===== config.mk =====
export PLATFORM = sky130hd
export DESIGN_NAME = xgmm_sched_flat
export DESIGN_NICKNAME = d
export VERILOG_FILES = /design/src/rtl/xgmm_sched_if.sv /design/src/rtl/xgmm_sched.sv /design/src/flat_wrapper.sv
export SDC_FILE = /design/constraint.sdc
export NUM_CORES = 1
export LEC_CHECK = 0
export CORE_MARGIN = 2
export CORE_UTILIZATION = 24
export CTS_BUF_LIST = sky130_fd_sc_hd__clkbuf_16
export DETAILED_ROUTE_END_ITERATION = 10
export GPL_TIMING_DRIVEN = 0
export PLACE_DENSITY = 0.57
export SLEW_MARGIN = 20
export SYNTH_ARGS = -nofsm -noshare
export SYNTH_HDL_FRONTEND = slang
export SYNTH_SLANG_ARGS = --single-unit

===== constraint.sdc =====
create_clock -name clk_sys -period 7.2 [get_ports clk_sys]
set_input_delay 1.8 -clock clk_sys [delete_from_list [all_inputs] [get_ports clk_sys]]
set_output_delay 1.8 -clock clk_sys [all_outputs]
set_load 0.02 [all_outputs]

===== src/rtl/xgmm_sched_if.sv =====
// xgmm_sched_if: video/FIFO/RAM port bundle of the XGMM memory scheduler.
// slave = scheduler side, master = environment side.
interface xgmm_sched_if;
    logic        v_p_req;
    logic [11:0] v_p_addr;
    logic        v_a_req;
    logic [12:0] v_a_addr;
    logic        p_empty;
    logic        a_empty;
    logic [15:0] p_data;
    logic [15:0] a_data;
    logic [11:0] par;
    logic [12:0] aar;
    logic        p_pop;
    logic        a_pop;
    logic        pm_en;
    logic        pm_we;
    logic [11:0] pm_addr;
    logic [15:0] pm_wdata;
    logic        am_en;
    logic        am_we;
    logic [12:0] am_addr;
    logic [15:0] am_wdata;
    logic        p_starve;
    logic        a_starve;

    modport slave (
        input  v_p_req, v_p_addr, v_a_req, v_a_addr,
        input  p_empty, a_empty, p_data, a_data, par, aar,
        output p_pop, a_pop,
        output pm_en, pm_we, pm_addr, pm_wdata,
        output am_en, am_we, am_addr, am_wdata,
        output p_starve, a_starve
    );

    modport master (
        output v_p_req, v_p_addr, v_a_req, v_a_addr,
        output p_empty, a_empty, p_data, a_data, par, aar,
        input  p_pop, a_pop,
        input  pm_en, pm_we, pm_addr, pm_wdata,
        input  am_en, am_we, am_addr, am_wdata,
        input  p_starve, a_starve
    );
endinterface


===== src/rtl/xgmm_sched.sv =====
// xgmm_sched: shares pattern/attribute RAM ports between video reads
// (always first, one-cycle latency) and FIFO-drained CPU writes.
module xgmm_sched_ch #(
    parameter int AW           = 12,
    parameter int STARVE_LIMIT = 64
) (
    input  logic          clk_i,
    input  logic          rst_ni,
    input  logic          vreq_i,
    input  logic [AW-1:0] vaddr_i,
    input  logic          empty_i,
    input  logic [15:0]   data_i,
    input  logic [AW-1:0] base_i,
    output logic          pop_o,
    output logic          en_o,
    output logic          we_o,
    output logic [AW-1:0] addr_o,
    output logic [15:0]   wdata_o,
    output logic          starve_o
);
    typedef enum logic {IDLE, POP} state_e;

    localparam logic [7:0]    LIM = 8'(STARVE_LIMIT);
    localparam logic [AW-1:0] ONE = AW'(1);

    state_e        state_q, state_d;
    logic [AW-1:0] off_q, off_d;
    logic [7:0]    cnt_q, cnt_d;
    logic          pop_q, en_q, we_q;
    logic [AW-1:0] addr_q;
    logic [15:0]   wdata_q;
    logic          wr, blk;

    // Write only when video is quiet and the FIFO head is fresh.
    always_comb begin
        wr      = !vreq_i && state_q == IDLE && !empty_i;
        blk     = vreq_i && state_q == IDLE && !empty_i;
        state_d = wr ? POP : IDLE;
        off_d   = off_q;
        if (state_q == IDLE && empty_i)
            off_d = '0;
        else if (wr)
            off_d = off_q + ONE;
        cnt_d = cnt_q;
        if (wr)
            cnt_d = '0;
        else if (blk && cnt_q != LIM)
            cnt_d = cnt_q + 8'd1;
    end

    // FSM, burst offset, starvation count and registered RAM port.
    always_ff @(posedge clk_i or negedge rst_ni) begin
        if (!rst_ni) begin
            state_q <= IDLE;
            off_q   <= '0;
            cnt_q   <= '0;
            pop_q   <= 1'b0;
            en_q    <= 1'b0;
            we_q    <= 1'b0;
            addr_q  <= '0;
            wdata_q <= '0;
        end else begin
            state_q <= state_d;
            off_q   <= off_d;
            cnt_q   <= cnt_d;
            pop_q   <= wr;
            en_q    <= vreq_i | wr;
            we_q    <= wr;
            if (vreq_i) begin
                addr_q <= vaddr_i;
            end else if (wr) begin
                addr_q  <= base_i + off_q;
                wdata_q <= data_i;
            end
        end
    end

    assign pop_o    = pop_q;
    assign en_o     = en_q;
    assign we_o     = we_q;
    assign addr_o   = addr_q;
    assign wdata_o  = wdata_q;
    assign starve_o = cnt_q == LIM;
endmodule

module xgmm_sched #(
    parameter int STARVE_LIMIT = 64
) (
    input  logic        clk_sys,
    input  logic        rst_n,
    xgmm_sched_if.slave bus
);
    xgmm_sched_ch #(.AW(12), .STARVE_LIMIT(STARVE_LIMIT)) u_p (
        .clk_i    (clk_sys),
        .rst_ni   (rst_n),
        .vreq_i   (bus.v_p_req),
        .vaddr_i  (bus.v_p_addr),
        .empty_i  (bus.p_empty),
        .data_i   (bus.p_data),
        .base_i   (bus.par),
        .pop_o    (bus.p_pop),
        .en_o     (bus.pm_en),
        .we_o     (bus.pm_we),
        .addr_o   (bus.pm_addr),
        .wdata_o  (bus.pm_wdata),
        .starve_o (bus.p_starve)
    );

    xgmm_sched_ch #(.AW(13), .STARVE_LIMIT(STARVE_LIMIT)) u_a (
        .clk_i    (clk_sys),
        .rst_ni   (rst_n),
        .vreq_i   (bus.v_a_req),
        .vaddr_i  (bus.v_a_addr),
        .empty_i  (bus.a_empty),
        .data_i   (bus.a_data),
        .base_i   (bus.aar),
        .pop_o    (bus.a_pop),
        .en_o     (bus.am_en),
        .we_o     (bus.am_we),
        .addr_o   (bus.am_addr),
        .wdata_o  (bus.am_wdata),
        .starve_o (bus.a_starve)
    );
endmodule


===== src/flat_wrapper.sv =====
// flat-port wrapper written by rule: the top's interface ports become plain ports
module xgmm_sched_flat 
#(
    parameter int STARVE_LIMIT = 64
)
  (clk_sys, rst_n, bus_v_p_req, bus_v_p_addr, bus_v_a_req, bus_v_a_addr, bus_p_empty, bus_a_empty, bus_p_data, bus_a_data, bus_par, bus_aar, bus_p_pop, bus_a_pop, bus_pm_en, bus_pm_we, bus_pm_addr, bus_pm_wdata, bus_am_en, bus_am_we, bus_am_addr, bus_am_wdata, bus_p_starve, bus_a_starve);
  xgmm_sched_if bus_i ();
  input  logic clk_sys;
  input  logic rst_n;
  input wire logic [$bits(bus_i.v_p_req)-1:0] bus_v_p_req;
  input wire logic [$bits(bus_i.v_p_addr)-1:0] bus_v_p_addr;
  input wire logic [$bits(bus_i.v_a_req)-1:0] bus_v_a_req;
  input wire logic [$bits(bus_i.v_a_addr)-1:0] bus_v_a_addr;
  input wire logic [$bits(bus_i.p_empty)-1:0] bus_p_empty;
  input wire logic [$bits(bus_i.a_empty)-1:0] bus_a_empty;
  input wire logic [$bits(bus_i.p_data)-1:0] bus_p_data;
  input wire logic [$bits(bus_i.a_data)-1:0] bus_a_data;
  input wire logic [$bits(bus_i.par)-1:0] bus_par;
  input wire logic [$bits(bus_i.aar)-1:0] bus_aar;
  output wire logic [$bits(bus_i.p_pop)-1:0] bus_p_pop;
  output wire logic [$bits(bus_i.a_pop)-1:0] bus_a_pop;
  output wire logic [$bits(bus_i.pm_en)-1:0] bus_pm_en;
  output wire logic [$bits(bus_i.pm_we)-1:0] bus_pm_we;
  output wire logic [$bits(bus_i.pm_addr)-1:0] bus_pm_addr;
  output wire logic [$bits(bus_i.pm_wdata)-1:0] bus_pm_wdata;
  output wire logic [$bits(bus_i.am_en)-1:0] bus_am_en;
  output wire logic [$bits(bus_i.am_we)-1:0] bus_am_we;
  output wire logic [$bits(bus_i.am_addr)-1:0] bus_am_addr;
  output wire logic [$bits(bus_i.am_wdata)-1:0] bus_am_wdata;
  output wire logic [$bits(bus_i.p_starve)-1:0] bus_p_starve;
  output wire logic [$bits(bus_i.a_starve)-1:0] bus_a_starve;
  assign bus_i.v_p_req = bus_v_p_req;
  assign bus_i.v_p_addr = bus_v_p_addr;
  assign bus_i.v_a_req = bus_v_a_req;
  assign bus_i.v_a_addr = bus_v_a_addr;
  assign bus_i.p_empty = bus_p_empty;
  assign bus_i.a_empty = bus_a_empty;
  assign bus_i.p_data = bus_p_data;
  assign bus_i.a_data = bus_a_data;
  assign bus_i.par = bus_par;
  assign bus_i.aar = bus_aar;
  assign bus_p_pop = bus_i.p_pop;
  assign bus_a_pop = bus_i.a_pop;
  assign bus_pm_en = bus_i.pm_en;
  assign bus_pm_we = bus_i.pm_we;
  assign bus_pm_addr = bus_i.pm_addr;
  assign bus_pm_wdata = bus_i.pm_wdata;
  assign bus_am_en = bus_i.am_en;
  assign bus_am_we = bus_i.am_we;
  assign bus_am_addr = bus_i.am_addr;
  assign bus_am_wdata = bus_i.am_wdata;
  assign bus_p_starve = bus_i.p_starve;
  assign bus_a_starve = bus_i.a_starve;
  xgmm_sched #(.STARVE_LIMIT(STARVE_LIMIT)) u_core (.clk_sys(clk_sys), .rst_n(rst_n), .bus(bus_i));
endmodule

==> results by group, run 1 <==
Global routing
  • Met1 Track Usage GR: 18.84%
  • GRT met2 Usage: 21.09%
  • Grt total ovfl: 0
  • Vias in the first global route: 4918
  • Global Route Usage Sum: 13.67%
  • Antenna violations before repair: 0
  • Met3 usage: 3.621%
  • First-pass GRT wire length: 26120 µm
  • Layer with the highest usage: met2
  • Largest net degree at the start of global routing: 56

Clocking
  • Clock root buffer: clkbuf_16
  • Clock tree from TritonCTS: done
  • H-tree Lvls: 3
  • Clk sink count: 102
  • Clock-pin slew of the registers on the worst-case setup and hold paths: 0.08 ns
  • CTS Buf Count: 9
  • Post-CTS Setup Bufs: 0
  • Clk buf depth: 2
  • Clock Latency Late Sink: 0.35 ns
  • CTS resizes: 0
  • Hold buffer count at CTS: 0

Placement
  • Routability congestion estimate: 0.8808
  • Area after DPL: 7407 µm²
  • DP HPWL: 12240 µm
  • Port Buf Inserts: 152

Yosys
  • Post-synthesis sequential area ratio: 46.41%
  • Synthesized area per cell: 8.900 µm²
  • Warnings from Yosys: 0
  • Synth top area share: 46.41%
  • Yosys cell types: 55
  • Top post-synthesis cells by area: dfrtp_1 (46%), nand2_1 (10%), ha_1 (6.6%)
  • Post-Syn Instances: 618
  • Mapped Area: 5500 µm²
  • Post-synthesis net count: 737
  • Main flop type after synthesis: dfrtp_1
  • Post-synth EDFFs: 0
  • Dominant cell type by area after synthesis: dfrtp_1
  • Synthesized flop and latch total: 102
  • Fraction of registers with async set/reset: 100.0%

Pwr
  • P_sw: 502.5 µW
  • Switch share: 29.88%
  • Clock network fraction of design power: 34.2%
  • VDD IR max: 0.09765 mV
  • Power per cell area: 216.9 nW/µm²
  • Internal power: 1179 µW
  • Leakage: 0.003457 µW
  • Combinational share of power: 24.7%
  • Sequential fraction of design power: 41.1%

Run status
  • Status: finished clean

Floorplanning
  • Cell Rows: 55
  • Full die area: 24140 µm²
  • Core area: 22570 µm²
  • Die Wd: 155.4 µm
  • Starting Density: 24.37%
  • Die Height: 155.4 µm
  • IO Count: 153

Layout
  • Fin area: 7755 µm²
  • Diodes inserted: 0
  • Layout cells sized above 1: 4.956%
  • Final Net Count: 901
  • Area Growth Syn to Fin: 40.99%

Timing
  • Worst-Margin Slew: 0.7092 ns
  • Fin crit period: 4.081 ns
  • Max-slew violations: 0
  • Clk_skew: 0.01014 ns
  • Worst hold slack: 0.4780 ns
  • Final Hold Fails: 0
  • Part of the cycle the worst path needs: 56.68%
  • Slew HR: 52.72%
  • Max Clock Freq: 0.2450 GHz
  • # setup viols final: 0
  • RSZ-0062 raised after global routing: no

Routing
  • Post-route DRC: 0
  • 1st-iter DRT viols: 242
  • Final antenna-violating net count: 0
  • Via density: 4.535
  • WL/cell: 14.96 µm
  • DR vias: 4862
  • Drt first pass iters: 5
  • Routed WL: 16040 µm

Job
  • Max_cap viols: 0

Worst hold path
  • Worst hold path type: reg -> reg

Setup path
  • Critical path peak fanout: 5
  • WP data required: 5.40 ns
  • FF-to-FF setup slack: 4.67 ns
  • Crit start category: register
  • Critical Path AT: 2.28 ns
  • Setup CP Type: reg -> out
  • Critical Path End Type: output pin
worst paths after layout:
check	startpoint	end	depth (start not counted)
max	u_core.u_a.cnt_q[0]	bus_a_starve	5
min	u_core.u_a.wdata_o[8]	u_core.u_a.wdata_o[8]	2
max reg2reg	u_core.u_a.off_q[0]	u_core.u_a.addr_o[12]	8
min reg2reg	u_core.u_a.wdata_o[8]	u_core.u_a.wdata_o[8]	2
max in group asynchronous	rst_n	u_core.u_p.addr_o[8]	2
min in group asynchronous	rst_n	u_core.u_a.addr_o[6]	1
critical path, cell delays in order (launching register included):
cell             delay [ns]
dfrtp_1                0.43
inv_1                  0.10
ha_1                   0.15
nand4bb_1              0.11
nor4_2                 0.40
clkdlybuf4s50_1        0.73
Yosys cell counts (6+ instances only):
library cell and number:
nand2_1 152, dfrtp_1 102, nor2_1 40, nand3_1 35
a21oi_1 34, ha_1 29, o21ai_1 29, o21ai_0 20
clkbuf_1 16, and3_1 15, xnor2_1 14, xor2_1 14
inv_1 12, mux2i_1 12, nor3_1 7, nor2b_1 6
cells in the final DEF, fill, tap and decap left out, drive strengths merged, types with 3 or more instances in the layout:
master and count:
a31oi 4, xor2 14, ha 29, a21oi 36, nand2 154, inv 14, o22ai 3, nand3 36
o221ai 4, buf 10, clkbuf 25, o21bai 3, nand2b 4, and3 15, nor3 7, and2 3
xnor2 14, dfrtp 102, or4 3, o31ai 4, bufinv 3, mux2 4, o21ai 51, mux2i 12
nand4 3, clkdlybuf4s50 151, nor2b 6, nor2 41, o21a 3, or3 4
layout make-up:
cell class | count | area [µm²]
Clock buffer | 9 | 225.2
Buffer | 24 | 102.6
Inverter | 14 | 52.55
Multi-Input combinational cell | 478 | 2793
Timing Repair Buffer | 153 | 1550
Tap cell | 285 | 356.6
Fill cell | 2344 | 14820
Clock inverter | 7 | 122.6
Sequential cell | 102 | 2552
power by group through the flow:
stage | combinational, µW | clock (µW) | sequential, µW
after CTS | 422 | 596 | 692
final | 415 | 575 | 691
after floorplan | 155 | 0 | 749
after detailed placement | 420 | 0 | 701
after global routing | 459 | 619 | 702
after global placement | 415 | 0 | 701
metrics by stage:
stage	total power [µW]	worst slack [ns]	cells	util, %	TNS (ns)
after floorplan	903.9	3.511	618	-	0
after global placement	1117	-0.01052	1055	32.69	-0.4676
after detailed placement	1121	2.858	1056	32.82	0
after CTS	1710	3.090	1072	34.36	0
after global routing	1781	2.988	1072	34.36	0
final	1682	3.119	1072	34.36	0
registers in the layout (all words and copies together), names as in the netlist:
name,flops
u_core.u_a.state_q,1
u_core.u_p.en_o,1
u_core.u_p.cnt_q,8
u_core.u_p.wdata_o,16
u_core.u_a.en_o,1
u_core.u_a.cnt_q,8
u_core.u_p.off_q,12
u_core.u_p.state_q,1
u_core.u_a.addr_o,13
u_core.u_a.wdata_o,16
u_core.u_a.off_q,13
u_core.u_p.addr_o,12
logic make-up after synthesis:
kind of cell / count (synthesis) / share of synthesized area, %
simple gates: 285 / 23.54
compound gates: 118 / 12.44
flops: 102 / 46.41
buf+inv: 38 / 2.821
fa+ha+maj: 31 / 7.325
xor+xnor: 28 / 4.459
mux: 16 / 3.003
routing by layer:
metal	wire [µm]	vias up	part of all wire (%)
li1	-	2451	-
met1	7756	2275	48
met2	7107	118	44
met3	914	18	5.7
met4	260	0	1.6
met5	0	-	0
No activity file was read; power rests on OpenSTA's default activity.
==> inputs of run 2 (changes only) <==
--- a/config.mk
+++ b/config.mk
@@ -10,7 +10,7 @@
 export CTS_BUF_LIST = sky130_fd_sc_hd__clkbuf_16
 export DETAILED_ROUTE_END_ITERATION = 10
 export GPL_TIMING_DRIVEN = 0
-export PLACE_DENSITY = 0.57
+export PLACE_DENSITY = 0.58
 export SLEW_MARGIN = 20
 export SYNTH_ARGS = -nofsm -noshare
 export SYNTH_HDL_FRONTEND = slang
==> constraint.sdc (replaced) <==
create_clock -name clk_sys -period 3.3 [get_ports clk_sys]
set_input_delay 0.825 -clock clk_sys [delete_from_list [all_inputs] [get_ports clk_sys]]
set_output_delay 0.825 -clock clk_sys [all_outputs]
set_load 0.02 [all_outputs]
==> results by group, run 2 (same netlist as run 1, synthesis figures left out) <==
Global routing
  • Grt total ovfl: 0
  • Antenna violations before repair: 0
  • Vias in the first global route: 4763
  • First-pass GRT wire length: 25630 µm
  • Largest net degree at the start of global routing: 63
  • Global Route Usage Sum: 13.66%

Placement
  • DP HPWL: 12030 µm
  • Pre-CTS worst setup slack: -0.01647 ns
  • Routability congestion estimate: 0.8678
  • Area after DPL: 7407 µm²
  • Port Buf Inserts: 152
  • DP Cell Count: 1056

Layout
  • Commonest non-fill, non-tap cell in the layout: nand2_1
  • Fin area: 7721 µm²
  • Area Growth Syn to Fin: 40.38%
  • Layout cells sized above 1: 4.701%
  • Diodes inserted: 0
  • Fillers: 2378
  • Final Net Count: 901
  • Finished Layout Cells: 1072
  • Commonest cells after routing, fill and taps aside: nand2_1 (152), clkdlybuf4s50_1 (151), dfrtp_1 (102)

Pwr
  • Leakage: 0.003450 µW
  • VDD IR max: 0.2213 mV
  • Sequential fraction of design power: 42.1%
  • P_sw: 1099 µW
  • Power per cell area: 465.0 nW/µm²
  • Internal power: 2492 µW
  • Clock network fraction of design power: 32.6%
  • Switch share: 30.60%
  • Combinational share of power: 25.3%

Routing
  • Routed WL: 15950 µm
  • WL/cell: 14.88 µm
  • DR vias: 4901
  • Highest metal used: met4
  • Final antenna-violating net count: 0
  • Drt first pass iters: 5
  • Post-route DRC: 0
  • Met1 WL: 7527 µm
  • Via density: 4.572
  • Metal3 WL: 1169 µm
  • Wire length on met2: 6910 µm
  • 1st-iter DRT viols: 290

Timing
  • Clk_skew: 0.01432 ns
  • Worst hold slack: 0.3568 ns
  • RSZ-0062 raised after global routing: no
  • Final WS setup: 0.2240 ns
  • Max-slew violations: 0
  • Fin crit period: 3.076 ns
  • # setup viols final: 0
  • Slew HR: 55.35%
  • Worst-Margin Slew: 0.6698 ns
  • Max Clock Freq: 0.3251 GHz
  • Part of the cycle the worst path needs: 93.21%
  • Final Hold Fails: 0
  • Final setup TNS: 0 ns

Floorplanning
  • Full die area: 24140 µm²
  • IO Count: 153
  • Cell Rows: 55
  • Core area: 22570 µm²
  • Die Height: 155.4 µm
  • Die Wd: 155.4 µm
  • Starting Density: 24.37%

Clocking
  • Clock root buffer: clkbuf_16
  • Clock Latency Late Sink: 0.36 ns
  • Clock tree from TritonCTS: done
  • Clock-pin slew of the registers on the worst-case setup and hold paths: 0.08 ns
  • H-tree Lvls: 3
  • Post-CTS Setup Bufs: 0
  • Clk sink count: 102
  • CTS resizes: 0
  • Hold buffer count at CTS: 0
  • CTS Buf Count: 9
  • Clk buf depth: 2

Worst hold path
  • Worst hold path type: in -> async

Setup path
  • Crit start category: register
  • WP data required: 2.47 ns
  • Max incr delay on CP: 0.72 ns
  • Reg2Reg Launch Point: u_core.u_a.off_q[0]
  • Reg2Reg Depth: 8
  • Crit path max-delay cell type: clkdlybuf4s50_1
  • Cell Chain, Critical Path: inv_1 > ha_1 > nand4bb_1 > nor4_2 > clkdlybuf4s50_1
  • Critical Path AT: 2.25 ns
  • FF-to-FF setup slack: 0.84 ns
  • FF-to-FF End: u_core.u_a.addr_o[12]
  • Critical path peak fanout: 5
  • Critical Path End Type: output pin
  • Setup CP Type: reg -> out

Job
  • Max_cap viols: 0

Run status
  • Status: finished clean
==> run 2: cell count changes in the layout (fill, tap and decap cells not counted), sizes merged <==
cell,delta
bufinv,-1
inv,+2
clkinvlp,-1
==> run 2: cell type report <==
class / count / area, µm² / area share (%)
multi-input combinational: 478 / 2793 / 36.17
sequential: 102 / 2552 / 33.06
timing repair buffer: 153 / 1550 / 20.08
tap: 285 / 356.6 / 4.618
clock buffer: 9 / 225.2 / 2.917
buffer: 24 / 102.6 / 1.329
clock inverter: 7 / 88.84 / 1.151
inverter: 14 / 52.55 / 0.6806
==> run 2: power groups by stage <==
stage          registers, µW  logic (µW)  clock network (µW)
3_5_place_dp            1530         917                   0
4_1_cts                 1510         922                1200
5_1_grt                 1540        1000                1260
3_3_place_gp            1530         907                   0
2_1_floorplan           1630         338                   0
6_report                1510         907                1170
==> run 2: how the worst max path moves through the flow <==
stage,endpoint,slack (ns),cells after the start,start
after floorplan,u_core.u_a.addr_o[12],0.59,8,bus_aar[0]
after global placement,u_core.u_p.wdata_o[3],-2.83,1,rst_n
after detailed placement,u_core.u_a.addr_o[12],-0.02,9,bus_aar[0]
after CTS,bus_a_starve,0.18,5,u_core.u_a.cnt_q[0]
after global routing,bus_a_starve,0.1,5,u_core.u_a.cnt_q[0]
final,bus_a_starve,0.22,5,u_core.u_a.cnt_q[0]
==> run 2: metrics by stage <==
stage	total power (µW)	util (%)
3_3_place_gp	2439	32.69
4_1_cts	3641	34.21
2_1_floorplan	1972	-
3_5_place_dp	2451	32.82
6_report	3591	34.21
5_1_grt	3799	34.21
==> run 2: routing by layer <==
| metal | GRT usage, % | vias to the layer above |
|---|---|---|
| met5 | 0 | - |
| met4 | 5.723 | 0 |
| met3 | 4.123 | 18 |
| met2 | 20.29 | 136 |
| met1 | 18.46 | 2298 |
| li1 | - | 2449 |
==> run 2: critical path, delay by kind of cell, from the launching register on <==
family,cells,cell delay (ns)
DFF,1,0.43
adders and majority gates,1,0.15
buffers and inverters,2,0.81
and+or+nand+nor,2,0.49
==> inputs of run 3 (changes only) <==
--- a/config.mk
+++ b/config.mk
@@ -8,9 +8,11 @@
 export CORE_MARGIN = 2
 export CORE_UTILIZATION = 24
 export CTS_BUF_LIST = sky130_fd_sc_hd__clkbuf_16
+export CTS_CLUSTER_DIAMETER = 100
 export DETAILED_ROUTE_END_ITERATION = 10
 export GPL_TIMING_DRIVEN = 0
 export PLACE_DENSITY = 0.58
+export REMOVE_ABC_BUFFERS = 1
 export SLEW_MARGIN = 20
 export SYNTH_ARGS = -nofsm -noshare
 export SYNTH_HDL_FRONTEND = slang
==> results by group, run 3 (same netlist as run 1, synthesis figures left out) <==
Global routing
  • Vias in the first global route: 4689
  • First-pass GRT wire length: 24570 µm
  • Antenna violations before repair: 0
  • Largest net degree at the start of global routing: 69
  • Grt total ovfl: 0
  • Global Route Usage Sum: 13.06%

Floorplanning
  • Core area: 22570 µm²
  • Die Wd: 155.4 µm
  • Die Height: 155.4 µm
  • Full die area: 24140 µm²
  • Cell Rows: 55
  • IO Count: 153
  • Starting Density: 24.37%

Routing
  • Drt first pass iters: 5
  • 1st-iter DRT viols: 270
  • DR vias: 4773
  • Via density: 4.533
  • Final antenna-violating net count: 0
  • Routed WL: 15560 µm
  • Post-route DRC: 0
  • WL/cell: 14.78 µm

Placement
  • Port Buf Inserts: 152
  • Area after DPL: 7305 µm²
  • DP Cell Count: 1032
  • DP HPWL: 11090 µm
  • Routability congestion estimate: 0.7865

Setup path
  • FF-to-FF setup slack: 0.80 ns
  • Crit path max-delay cell type: clkdlybuf4s50_1
  • Setup CP Type: reg -> out
  • Crit start category: register
  • Critical path peak fanout: 5
  • Reg2Reg Depth: 8
  • WP data required: 2.47 ns
  • Crit path buffers/inverters: 2
  • Critical Path End Type: output pin
  • Delay-heaviest family, CP: buffers and inverters
  • Critical Path AT: 2.25 ns
  • FF-to-FF End: u_core.u_a.addr_o[12]
  • Cell Chain, Critical Path: inv_1 > ha_1 > nand4bb_1 > nor4_2 > clkdlybuf4s50_1
  • Reg2Reg Launch Point: u_core.u_a.off_q[0]
  • Max incr delay on CP: 0.72 ns

Layout
  • Fillers: 2353
  • Layout cells sized above 1: 5.339%
  • Finished Layout Cells: 1053
  • Fin area: 7659 µm²
  • Final Net Count: 882
  • Reg area: 2552 µm²
  • Commonest non-fill, non-tap cell in the layout: nand2_1
  • Commonest cells after routing, fill and taps aside: nand2_1 (151), clkdlybuf4s50_1 (149), dfrtp_1 (102)
  • Multi-input gate area: 2800 µm²
  • Diodes inserted: 0
  • Area Growth Syn to Fin: 39.24%

Clocking
  • Clock-pin slew of the registers on the worst-case setup and hold paths: 0.08 ns
  • Clk sink count: 102
  • Hold buffer count at CTS: 0
  • Clock root buffer: clkbuf_16
  • Clock Latency Late Sink: 0.36 ns
  • H-tree Lvls: 3
  • CTS Buf Count: 9
  • Clock tree from TritonCTS: done
  • Clk buf depth: 2

Timing
  • Worst-Margin Slew: 0.9018 ns
  • Clk_skew: 0.01116 ns
  • Max Clock Freq: 0.3250 GHz
  • Slew HR: 39.88%
  • Final Hold Fails: 0
  • Final setup TNS: 0 ns
  • RSZ-0062 raised after global routing: no
  • Part of the cycle the worst path needs: 93.23%
  • Max-slew violations: 0
  • Fin crit period: 3.077 ns
  • Worst hold slack: 0.3446 ns
  • # setup viols final: 0

Pwr
  • Leakage: 0.003414 µW
  • Power per cell area: 463.0 nW/µm²
  • VDD IR max: 0.1906 mV

Run status
  • Status: finished clean

Job
  • Max_cap viols: 0

Worst hold path
  • Worst hold path type: in -> async
run 3: cell types whose count changed in the layout (fill, tap and decap cells not counted), sizes merged:
| cell | previous run | this run |
|---|---|---|
| buf | 10 | 6 |
| bufinv | 2 | 1 |
| clkbuf | 25 | 9 |
| clkdlybuf4s15 | 0 | 1 |
| clkdlybuf4s50 | 151 | 149 |
| clkinvlp | 1 | 3 |
| dlygate4sd2 | 0 | 1 |
run 3: worst max-delay path by stage:
stage                                    from  slack, ns  cells after the start                endpoint
final                     u_core.u_a.cnt_q[0]       0.22                      5            bus_a_starve
after global routing              bus_v_a_req       0.03                      6  u_core.u_a.wdata_o[14]
after CTS                         bus_v_a_req       0.13                      7   u_core.u_a.addr_o[12]
after detailed placement          bus_v_a_req      -1.91                      7   u_core.u_a.addr_o[12]
after global placement                  rst_n      -3.06                      1  u_core.u_p.wdata_o[13]
after floorplan                   bus_v_a_req       0.47                      6   u_core.u_a.addr_o[12]
run 3: routing by layer:
metal / vias up / track usage [%] / share of wire, %
li1: 2421 / - / -
met1: 2250 / 16.81 / 46
met2: 81 / 22.02 / 48
met3: 21 / 1.978 / 3.2
met4: 0 / 5.199 / 2.2
met5: - / 0 / 0
run 3: worst register-to-register path: cells and delay by family (launching register included):
family          cells  cell delay [ns]
compound gates      4             0.62
mux                 1             0.13
flops               1             0.43
simple gates        1             0.52
fa+ha+maj           2             0.69
run 3: final cells by class:
type,instances,area share [%]
clock inverter,7,1.046
multi-input combinational,478,36.56
timing repair buffer,157,20.63
timing repair inverter,1,0.06535
tap,285,4.656
clock buffer,9,2.941
inverter,14,0.7678
sequential,102,33.33
run 3: what timing repair did:
action                                  CTS  global route
setup buffers                             0             4
endpoints found under the setup margin   44             1
cloned                                    1             0
gates resized for setup                   8             0
run 3: where the power goes:
group | leakage, µW | internal (µW) | switching [µW]
Combinational | 0.00196 | 431 | 463
Clock | 0.000148 | 601 | 548
Sequential | 0.00131 | 1390 | 110
run 3: through the flow:
stage / util, % / setup WS, ns / total power, µW
floorplan: - / 0.4739 / 1957
global placement: 32.23 / -3.065 / 2412
detailed placement: 32.36 / -1.906 / 2428
CTS: 33.80 / 0.1327 / 3604
global route: 33.93 / 0.03460 / 3748
finish: 33.93 / 0.2233 / 3546
